[config.mk]
export PLATFORM = sky130hd
export DESIGN_NAME = pipe_seq_ctrl_flat
export DESIGN_NICKNAME = d
export VERILOG_FILES = /design/src/rtl/pipe_seq_ctrl_if.sv /design/src/rtl/pipe_seq_ctrl.sv /design/src/flat_wrapper.sv
export SDC_FILE = /design/constraint.sdc
export NUM_CORES = 1
export LEC_CHECK = 0
export ABC_AREA = 1
export CAP_MARGIN = 5
export CORE_ASPECT_RATIO = 0.5
export CORE_MARGIN = 4
export CORE_UTILIZATION = 55
export CTS_BUF_LIST = sky130_fd_sc_hd__clkbuf_4
export DETAILED_ROUTE_END_ITERATION = 10
export GPL_TIMING_DRIVEN = 0
export PLACE_DENSITY_LB_ADDON = 0.3
export RECOVER_POWER = 25
export SKIP_LAST_GASP = 1
export SLEW_MARGIN = 0
export SYNTH_ARGS = -nofsm -noshare
export SYNTH_HDL_FRONTEND = slang
export SYNTH_SLANG_ARGS = --single-unit
[constraint.sdc]
create_clock -name i_clk -period 2.27 [get_ports i_clk]
set_input_delay 0.3405 -clock i_clk [delete_from_list [all_inputs] [get_ports i_clk]]
set_output_delay 0.3405 -clock i_clk [all_outputs]
set_load 0.005 [all_outputs]
[src/rtl/pipe_seq_ctrl_if.sv]
// Debug-command and pipeline-control bundle for pipe_seq_ctrl.
// master drives commands and the ID-stage halt decode; slave is the controller.
interface pipe_seq_ctrl_if;
    logic        i_cmd_valid;
    logic [1:0]  i_cmd;
    logic        i_halt_detected;
    logic        o_cmd_ready;
    logic        o_fetch_enable;
    logic        o_pipe_enable;
    logic        o_flush_all;
    logic        o_step_done;
    logic        o_cmd_err;
    logic        o_halted;
    logic [2:0]  o_state;
    logic [31:0] o_cycle_count;

    modport master (
        output i_cmd_valid, i_cmd, i_halt_detected,
        input  o_cmd_ready, o_fetch_enable, o_pipe_enable, o_flush_all,
               o_step_done, o_cmd_err, o_halted, o_state, o_cycle_count
    );

    modport slave (
        input  i_cmd_valid, i_cmd, i_halt_detected,
        output o_cmd_ready, o_fetch_enable, o_pipe_enable, o_flush_all,
               o_step_done, o_cmd_err, o_halted, o_state, o_cycle_count
    );
endinterface

[src/rtl/pipe_seq_ctrl.sv]
// Debug run/step/halt/flush sequencer for a 5-stage pipeline.
// Enables are Moore decodes of the registered state; step_done/cmd_err are registered pulses.
module pipe_seq_ctrl (
    input  logic           i_clk,
    input  logic           i_reset,
    pipe_seq_ctrl_if.slave bus
);
    typedef enum logic [2:0] {
        ST_IDLE   = 3'd0,
        ST_RUN    = 3'd1,
        ST_STEP   = 3'd2,
        ST_DRAIN  = 3'd3,
        ST_HALTED = 3'd4,
        ST_FLUSH  = 3'd5
    } state_t;

    typedef enum logic [1:0] {
        CMD_RUN   = 2'b00,
        CMD_STEP  = 2'b01,
        CMD_HALT  = 2'b10,
        CMD_FLUSH = 2'b11
    } cmd_t;

    state_t      state;
    logic [2:0]  drain_cnt;
    logic        flush_cnt;
    logic [31:0] cycle_cnt;
    logic        step_done_q;
    logic        cmd_err_q;
    logic        cmd_ready;
    logic        pipe_en;
    logic        accept;
    cmd_t        cmd;

    always_comb begin
        cmd       = cmd_t'(bus.i_cmd);
        cmd_ready = (state == ST_IDLE) || (state == ST_RUN) || (state == ST_HALTED);
        pipe_en   = (state == ST_RUN) || (state == ST_STEP) || (state == ST_DRAIN);
        accept    = bus.i_cmd_valid && cmd_ready;
    end

    always_comb begin
        bus.o_cmd_ready    = cmd_ready;
        bus.o_fetch_enable = (state == ST_RUN) || (state == ST_STEP);
        bus.o_pipe_enable  = pipe_en;
        bus.o_flush_all    = (state == ST_FLUSH);
        bus.o_halted       = (state == ST_HALTED);
        bus.o_state        = state;
        bus.o_cycle_count  = cycle_cnt;
        bus.o_step_done    = step_done_q;
        bus.o_cmd_err      = cmd_err_q;
    end

    // Later assignments in the case override the saturating increment (FLUSH entry clears it).
    always_ff @(posedge i_clk) begin
        if (i_reset) begin
            state       <= ST_IDLE;
            drain_cnt   <= '0;
            flush_cnt   <= 1'b0;
            cycle_cnt   <= '0;
            step_done_q <= 1'b0;
            cmd_err_q   <= 1'b0;
        end else begin
            step_done_q <= 1'b0;
            cmd_err_q   <= 1'b0;
            if (pipe_en && (cycle_cnt != '1))
                cycle_cnt <= cycle_cnt + 32'd1;

            case (state)
                ST_IDLE: begin
                    if (accept) begin
                        case (cmd)
                            CMD_RUN:  state <= ST_RUN;
                            CMD_STEP: state <= ST_STEP;
                            CMD_FLUSH: begin
                                state     <= ST_FLUSH;
                                flush_cnt <= 1'b1;
                                cycle_cnt <= '0;
                            end
                            default:  cmd_err_q <= 1'b1;
                        endcase
                    end
                end
                ST_RUN: begin
                    if (accept && (cmd == CMD_FLUSH)) begin
                        state     <= ST_FLUSH;
                        flush_cnt <= 1'b1;
                        cycle_cnt <= '0;
                    end else if (bus.i_halt_detected || (accept && (cmd == CMD_HALT))) begin
                        state     <= ST_DRAIN;
                        drain_cnt <= 3'd3;
                    end
                    if (accept && ((cmd == CMD_RUN) || (cmd == CMD_STEP)))
                        cmd_err_q <= 1'b1;
                end
                ST_STEP: begin
                    if (bus.i_halt_detected) begin
                        state     <= ST_DRAIN;
                        drain_cnt <= 3'd3;
                    end else begin
                        state       <= ST_IDLE;
                        step_done_q <= 1'b1;
                    end
                end
                ST_DRAIN: begin
                    if (drain_cnt == 3'd0)
                        state <= ST_HALTED;
                    else
                        drain_cnt <= drain_cnt - 3'd1;
                end
                ST_HALTED: begin
                    if (accept) begin
                        if (cmd == CMD_FLUSH) begin
                            state     <= ST_FLUSH;
                            flush_cnt <= 1'b1;
                            cycle_cnt <= '0;
                        end else begin
                            cmd_err_q <= 1'b1;
                        end
                    end
                end
                ST_FLUSH: begin
                    if (flush_cnt == 1'b0)
                        state <= ST_IDLE;
                    else
                        flush_cnt <= 1'b0;
                end
                default: state <= ST_IDLE;
            endcase
        end
    end
endmodule

[src/flat_wrapper.sv]
// flat-port wrapper written by rule: the top's interface ports become plain ports
module pipe_seq_ctrl_flat 
  (i_clk, i_reset, bus_i_cmd_valid, bus_i_cmd, bus_i_halt_detected, bus_o_cmd_ready, bus_o_fetch_enable, bus_o_pipe_enable, bus_o_flush_all, bus_o_step_done, bus_o_cmd_err, bus_o_halted, bus_o_state, bus_o_cycle_count);
  pipe_seq_ctrl_if bus_i ();
  input  logic i_clk;
  input  logic i_reset;
  input wire logic [$bits(bus_i.i_cmd_valid)-1:0] bus_i_cmd_valid;
  input wire logic [$bits(bus_i.i_cmd)-1:0] bus_i_cmd;
  input wire logic [$bits(bus_i.i_halt_detected)-1:0] bus_i_halt_detected;
  output wire logic [$bits(bus_i.o_cmd_ready)-1:0] bus_o_cmd_ready;
  output wire logic [$bits(bus_i.o_fetch_enable)-1:0] bus_o_fetch_enable;
  output wire logic [$bits(bus_i.o_pipe_enable)-1:0] bus_o_pipe_enable;
  output wire logic [$bits(bus_i.o_flush_all)-1:0] bus_o_flush_all;
  output wire logic [$bits(bus_i.o_step_done)-1:0] bus_o_step_done;
  output wire logic [$bits(bus_i.o_cmd_err)-1:0] bus_o_cmd_err;
  output wire logic [$bits(bus_i.o_halted)-1:0] bus_o_halted;
  output wire logic [$bits(bus_i.o_state)-1:0] bus_o_state;
  output wire logic [$bits(bus_i.o_cycle_count)-1:0] bus_o_cycle_count;
  assign bus_i.i_cmd_valid = bus_i_cmd_valid;
  assign bus_i.i_cmd = bus_i_cmd;
  assign bus_i.i_halt_detected = bus_i_halt_detected;
  assign bus_o_cmd_ready = bus_i.o_cmd_ready;
  assign bus_o_fetch_enable = bus_i.o_fetch_enable;
  assign bus_o_pipe_enable = bus_i.o_pipe_enable;
  assign bus_o_flush_all = bus_i.o_flush_all;
  assign bus_o_step_done = bus_i.o_step_done;
  assign bus_o_cmd_err = bus_i.o_cmd_err;
  assign bus_o_halted = bus_i.o_halted;
  assign bus_o_state = bus_i.o_state;
  assign bus_o_cycle_count = bus_i.o_cycle_count;
  pipe_seq_ctrl u_core (.i_clk(i_clk), .i_reset(i_reset), .bus(bus_i));
endmodule
Yosys cells after proc, flatten, opt, wreduce, memory -nomap -nowiden. Cells that the tools add are included.

$add $sub $neg: 2. Eq/ne operators: 23. Mux-type cells: 30. Bitwise logic cells: 1. Reductions and logical operators: 22.

Operators with widths (number): $mux 32 (4); $pmux 32 s2 (1); $add 32x1->32 const B (1); $ne 32x32->1 const B (1); $mux 3 (10); $pmux 3 s3 (2); $pmux 3 s6 (1); $ne 2x2->1 const B (7); $ne 2x1->1 const B (5); $mux 1 (9); $reduce_and 7->1 (1); $eq 3x2->1 const B (2); $eq 3x3->1 const B (2); $logic_not 3->1 (2); $logic_or 1x1->1 (6); $pmux 1 s3 (2); $reduce_bool 3->1 (2); $logic_and 1x1->1 (5); $reduce_and 5->1 (1); $eq 2x2->1 const B (2); $ne 4x4->1 const B (1); $reduce_and 4->1 (1); $reduce_or 2->1 (2); $eq 3x1->1 const B (1); 7 further kinds (7).

Flip-flop bits (word level): 41. Input bits: 6. Output and inout bits: 42. Logic and storage cells: 84.

Depth between registers and ports, before layout.
Depth in word-level cells: 9. Gate-level depth with buffers: 12. Mapped depth without buffers: 11.

Least setup slack after synthesis. Ideal clock, no wire load.

Path kind: reg2reg. Start: register u_core.cycle_cnt[1], in the netlist u_core.bus.o_cycle_count[1]. End: register u_core.cycle_cnt[11], in the netlist u_core.bus.o_cycle_count[11]. Setup time: 0.118 ns. Arrival: 1.591 ns. Data required time: 2.152 ns. Slack: 0.560 ns. Stages on the path, launching flop included: 12. Path buffers: 1. Path through: dfxtp_1 -> ha_1 -> inv_2 -> nor2_4 -> nand2_4 -> nor2_8 -> nand2_4 -> nand2_8 -> inv_6 -> buf_6 -> o21ai_1 -> nor2_2.

Cells in the longest elaborated chain, start to end: 6. Elaborated cells between the ends (all ways): 8. Those cells by class: add/sub: 1; eq/ne: 1; mux: 5; reduce/logical: 1.

Ends and longest elaborated chain: start: declaration (RTL line pipe_seq_ctrl.sv:27) `logic [31:0] cycle_cnt;`; start signal: assignment (RTL line pipe_seq_ctrl.sv:67) `cycle_cnt <= cycle_cnt + 32'd1;`; parallel branches: the longest is 2 deep, another holds $add 32x1->32; $mux 32 * (RTL line pipe_seq_ctrl.sv:66) `if (pipe_en && (cycle_cnt != '1))`; $mux 32 (RTL line pipe_seq_ctrl.sv:72, pipe_seq_ctrl.sv:113); $mux 32 (RTL line pipe_seq_ctrl.sv:112) `if (accept) begin`; $pmux 32 s2 * (RTL line pipe_seq_ctrl.sv:69) `case (state)`.

Mark *: on every way between the ends. A chain may end at the register's enable or synchronous reset.

Worst setup path after layout.
Start: register u_core.state[2], in the netlist u_core.bus.o_state[2]. End: output port bus_o_fetch_enable.

Cells in the longest elaborated chain, start to end: 2. Elaborated cells between the ends (all ways): 3. Those cells by class: eq/ne: 2; reduce/logical: 1.

Ends and longest elaborated chain: start: declaration (RTL line pipe_seq_ctrl.sv:24) `state_t state;`; start signal: assignment (RTL line pipe_seq_ctrl.sv:57) `state <= ST_IDLE;`; start signal: assignment (RTL line pipe_seq_ctrl.sv:73) `CMD_RUN: state <= ST_RUN;`; start signal: assignment (RTL line pipe_seq_ctrl.sv:74) `CMD_STEP: state <= ST_STEP;`; $eq 3x1->1 or $eq 3x2->1 (tied branches) (RTL line pipe_seq_ctrl.sv:44) `bus.o_fetch_enable = (state == ST_RUN) || (state == ST_STEP);`; $logic_or 1x1->1 * (RTL line pipe_seq_ctrl.sv:44); end: declaration (RTL line flat_wrapper.sv:11) `output wire logic [$bits(bus_i.o_fetch_enable)-1:0] bus_o_fetch_enable;`.

Mark *: on every way between the ends. The rest lies on a longest branch, timed or not.

==> results.py <==
metrics = {
    "timing": {
        "setup_violations": 0,
        "drv_slew": 0,
        "tightest_slew_ps": 392.9,
        "slew_headroom_pct": 73.71,
        "hold_violations": 0,
        "skew_ps": 15.69,
        "period_share_pct": 97.80,
        "holdWs_ps": 265.2,
        "period_minus_slack_ps": 2220,
        "fmax_ghz": 0.4504,
        "fin_setup_tns_ps": 0,
        "rsz0062_at_grt": "yes",
    },
    "synthesis": {
        "synth_area_leaders": "dfxtp_1 (29%), nand2_1 (17%), nor2_1 (13%), inv_1 (5.5%), nand3_1 (4.5%)",
        "ys_seq_elements": 41,
        "ys.flop_type": "dfxtp_1",
        "synthCells": 453,
        "post-synth-top-area-cell": "dfxtp_1",
        "netlist_area_sq_um": 2790,
        "avgSynthCellArea_sq_um": 6.159,
        "ys_warn_count": 0,
        "async_flop_share_pct": 0,
        "ys_types": 32,
        "yosysTopAreaCellShare_pct": 29.42,
        "synth-edff-count": 0,
        "synth_fp_nets": 462,
        "ys_seq_area_share_pct": 29.42,
        "yosysMostFrequentCell": "nand2_1",
        "synth_common_cells": "nand2_1 (128), nor2_1 (97), dfxtp_1 (41), inv_1 (41), nand3_1 (25)",
    },
    "drt": {
        "firstDrtPassIters": 7,
        "remaining_drc_errors": 0,
        "wl_per_cell_um": 13.26,
        "drt_iter0_markers": 189,
        "wirelength_um": 7622,
        "ant_nets": 0,
        "num_vias": 3011,
        "routed_via_density": 5.237,
    },
    "grt": {
        "grt_pass1_wl_um": 12450,
        "grt-ovfl-total": 0,
        "grt_max_degree": 12,
        "grt_util_met2_pct": 40.65,
        "use_met3_pct": 6.462,
        "use_met1_pct": 33.18,
        "antenna_found_initial": 0,
        "grt_usage_pct": 24.89,
        "busiest_layer": "met2",
        "grt_pass1_vias": 2736,
    },
    "hold_path": {
        "min_path_cells": 2,
        "hp-start": "i_reset",
        "hold_class": "in2reg",
    },
    "run_status": {
        "status": "complete, no violations",
    },
    "pwr": {
        "p_total_mw": 3.634,
        "power_leakage_nw": 1.355,
        "vdd_ir_drop_max_mv": 0.6760,
        "powerDensity_nw_per_um2": 1064,
    },
    "final_layout": {
        "ff_latch_area_sq_um": 822.0,
        "area_delta_synth_final_pct": 22.38,
        "final_util_pct": 73.64,
        "diodes": 0,
        "multi_input_area_sq_um": 1720,
        "drive_above_1_share_pct": 10.61,
        "fin_nets": 518,
        "fillers": 422,
        "fin_cells": 575,
    },
    "setup_path": {
        "endpoint_kind": "output port",
        "crit_path_start_kind": "register",
        "cp.depth": 4,
        "critical_path_class": "reg2out",
        "startpoint": "u_core.bus.o_state[2]$_SDFFE_PP0P_",
        "path_buf_inv": 2,
        "worst_path_max_delay_cell": "clkdlybuf4s50_1",
        "critPathRequiredTime_ps": 1930,
        "arrival_ps": 1880,
        "crit_fanout": 8,
        "r2r_cells": 11,
        "crit_chain": "buf_2, nor3_1, or2_2, clkdlybuf4s50_1",
        "timing.rr.start": "u_core.bus.o_cycle_count[1]$_SDFF_PP0_",
        "path_delay_family": "buffers and inverters",
        "max_stage_delay_ps": 490,
    },
    "clock_tree": {
        "htreeDepth": 2,
        "cts_sinks": 41,
        "cts_hold_buf": 0,
        "cts_tree": "built",
        "insertion_delay_ps": 360,
        "cts.clk_slew.worst_paths_ps": 110,
        "cts_buffers": 5,
        "root_buffer": "clkbuf_4",
        "cts.path.max_buffers": 2,
    },
    "die": {
        "die_w_um": 108.7,
        "fp.coreArea_sq_um": 4637,
        "initial_core_util_pct": 60.17,
        "floorplan.io_pins": 48,
        "rows": 17,
        "die-area_sq_um": 6346,
        "fp.dieH_um": 58.37,
    },
    "place": {
        "gp_congestion": 0.9610,
        "dp_cells": 565,
        "dp_hpwl_um": 5882,
        "io_buffers": 46,
    },
    "run": {
        "maxCapViolations": 0,
    },
}
## layer usage
| layer | wire [um] | part of all wire, % |
|---|---|---|
| met4 | 108 | 1.4 |
| met1 | 3363 | 44 |
| met3 | 769 | 10 |
| met5 | 0 | 0 |
| met2 | 3381 | 44 |
## flip-flops by register name, indices dropped and copies added (netlist names)
register                  count
u_core.bus.o_cycle_count     32
u_core.bus.o_state            3
u_core.bus.o_step_done        1
u_core.drain_cnt              3
u_core.flush_cnt              1
u_core.bus.o_cmd_err          1
## path summary, 6_finish.rpt
path | end | slack, ps
setup / recovery | bus_o_fetch_enable | 50
setup reg to reg | u_core.bus.o_cycle_count[1]$_SDFF_PP0_ | 360
hold reg to reg | u_core.drain_cnt[2]$_SDFFE_PP0P_ | 520
hold / removal | u_core.bus.o_cycle_count[29]$_SDFF_PP0_ | 270
## logic make-up (layout without fill, tap and decap cells)
group	after synthesis	count (layout)	share of synthesized area, %
buffers and inverters	56	112	9.148
flip-flops	41	41	29.42
adder cells (fa/ha/maj)	3	3	1.345
XOR/XNOR	11	11	3.453
AND/OR/NAND/NOR	303	303	49.01
AO/OA/AOI/OAI	39	39	7.624
## metrics by stage
step / area, sq um / setup WS [ps]
6_report: 3415 / 49.95
5_1_grt: 3415 / -15.19
4_1_cts: 3390 / 8.888
3_5_place_dp: 3333 / 286.6
3_3_place_gp: 3333 / 292.3
2_1_floorplan: 2790 / 560.5
## cell type report
type,instances,area share [%]
sequential,41,24.07
clock buffer,6,1.319
buffer,10,2.345
tap,66,2.418
multi-input combinational,356,50.38
inverter,46,5.203
timing repair buffer,49,14.14
clock inverter,1,0.1099
## power breakdown
group          total [mW]  leakage [nW]  switching, mW  internal, mW
logic                2.04         0.990           1.06         0.973
registers            1.23         0.336          0.299         0.935
clock network       0.363        0.0292          0.239         0.125
total                3.63          1.35           1.60          2.03
## cells in the final DEF (no fill, tap or decap), drive strengths merged
| cell type | instances |
|---|---|
| clkbuf | 7 |
| inv | 46 |
| ha | 3 |
| buf | 12 |
| nand3 | 28 |
| a211oi | 1 |
| nor2 | 113 |
| nor3 | 19 |
| dfxtp | 41 |
| nand3b | 2 |
| and3 | 1 |
| o211ai | 1 |
| xor2 | 5 |
| clkinv | 1 |
| nand4 | 5 |
| clkdlybuf4s50 | 46 |
| nand2 | 134 |
| o21bai | 5 |
| a21oi | 16 |
| or2 | 1 |
| o21ai | 16 |
| xnor2 | 6 |
## timing repair
item	in CTS	in global routing
endpoints found under the setup margin	2	3
gates resized for setup	2	1
pin swaps	0	2
gates cloned	0	0
setup buffers	0	3
No activity file was read; power rests on OpenSTA's default activity.
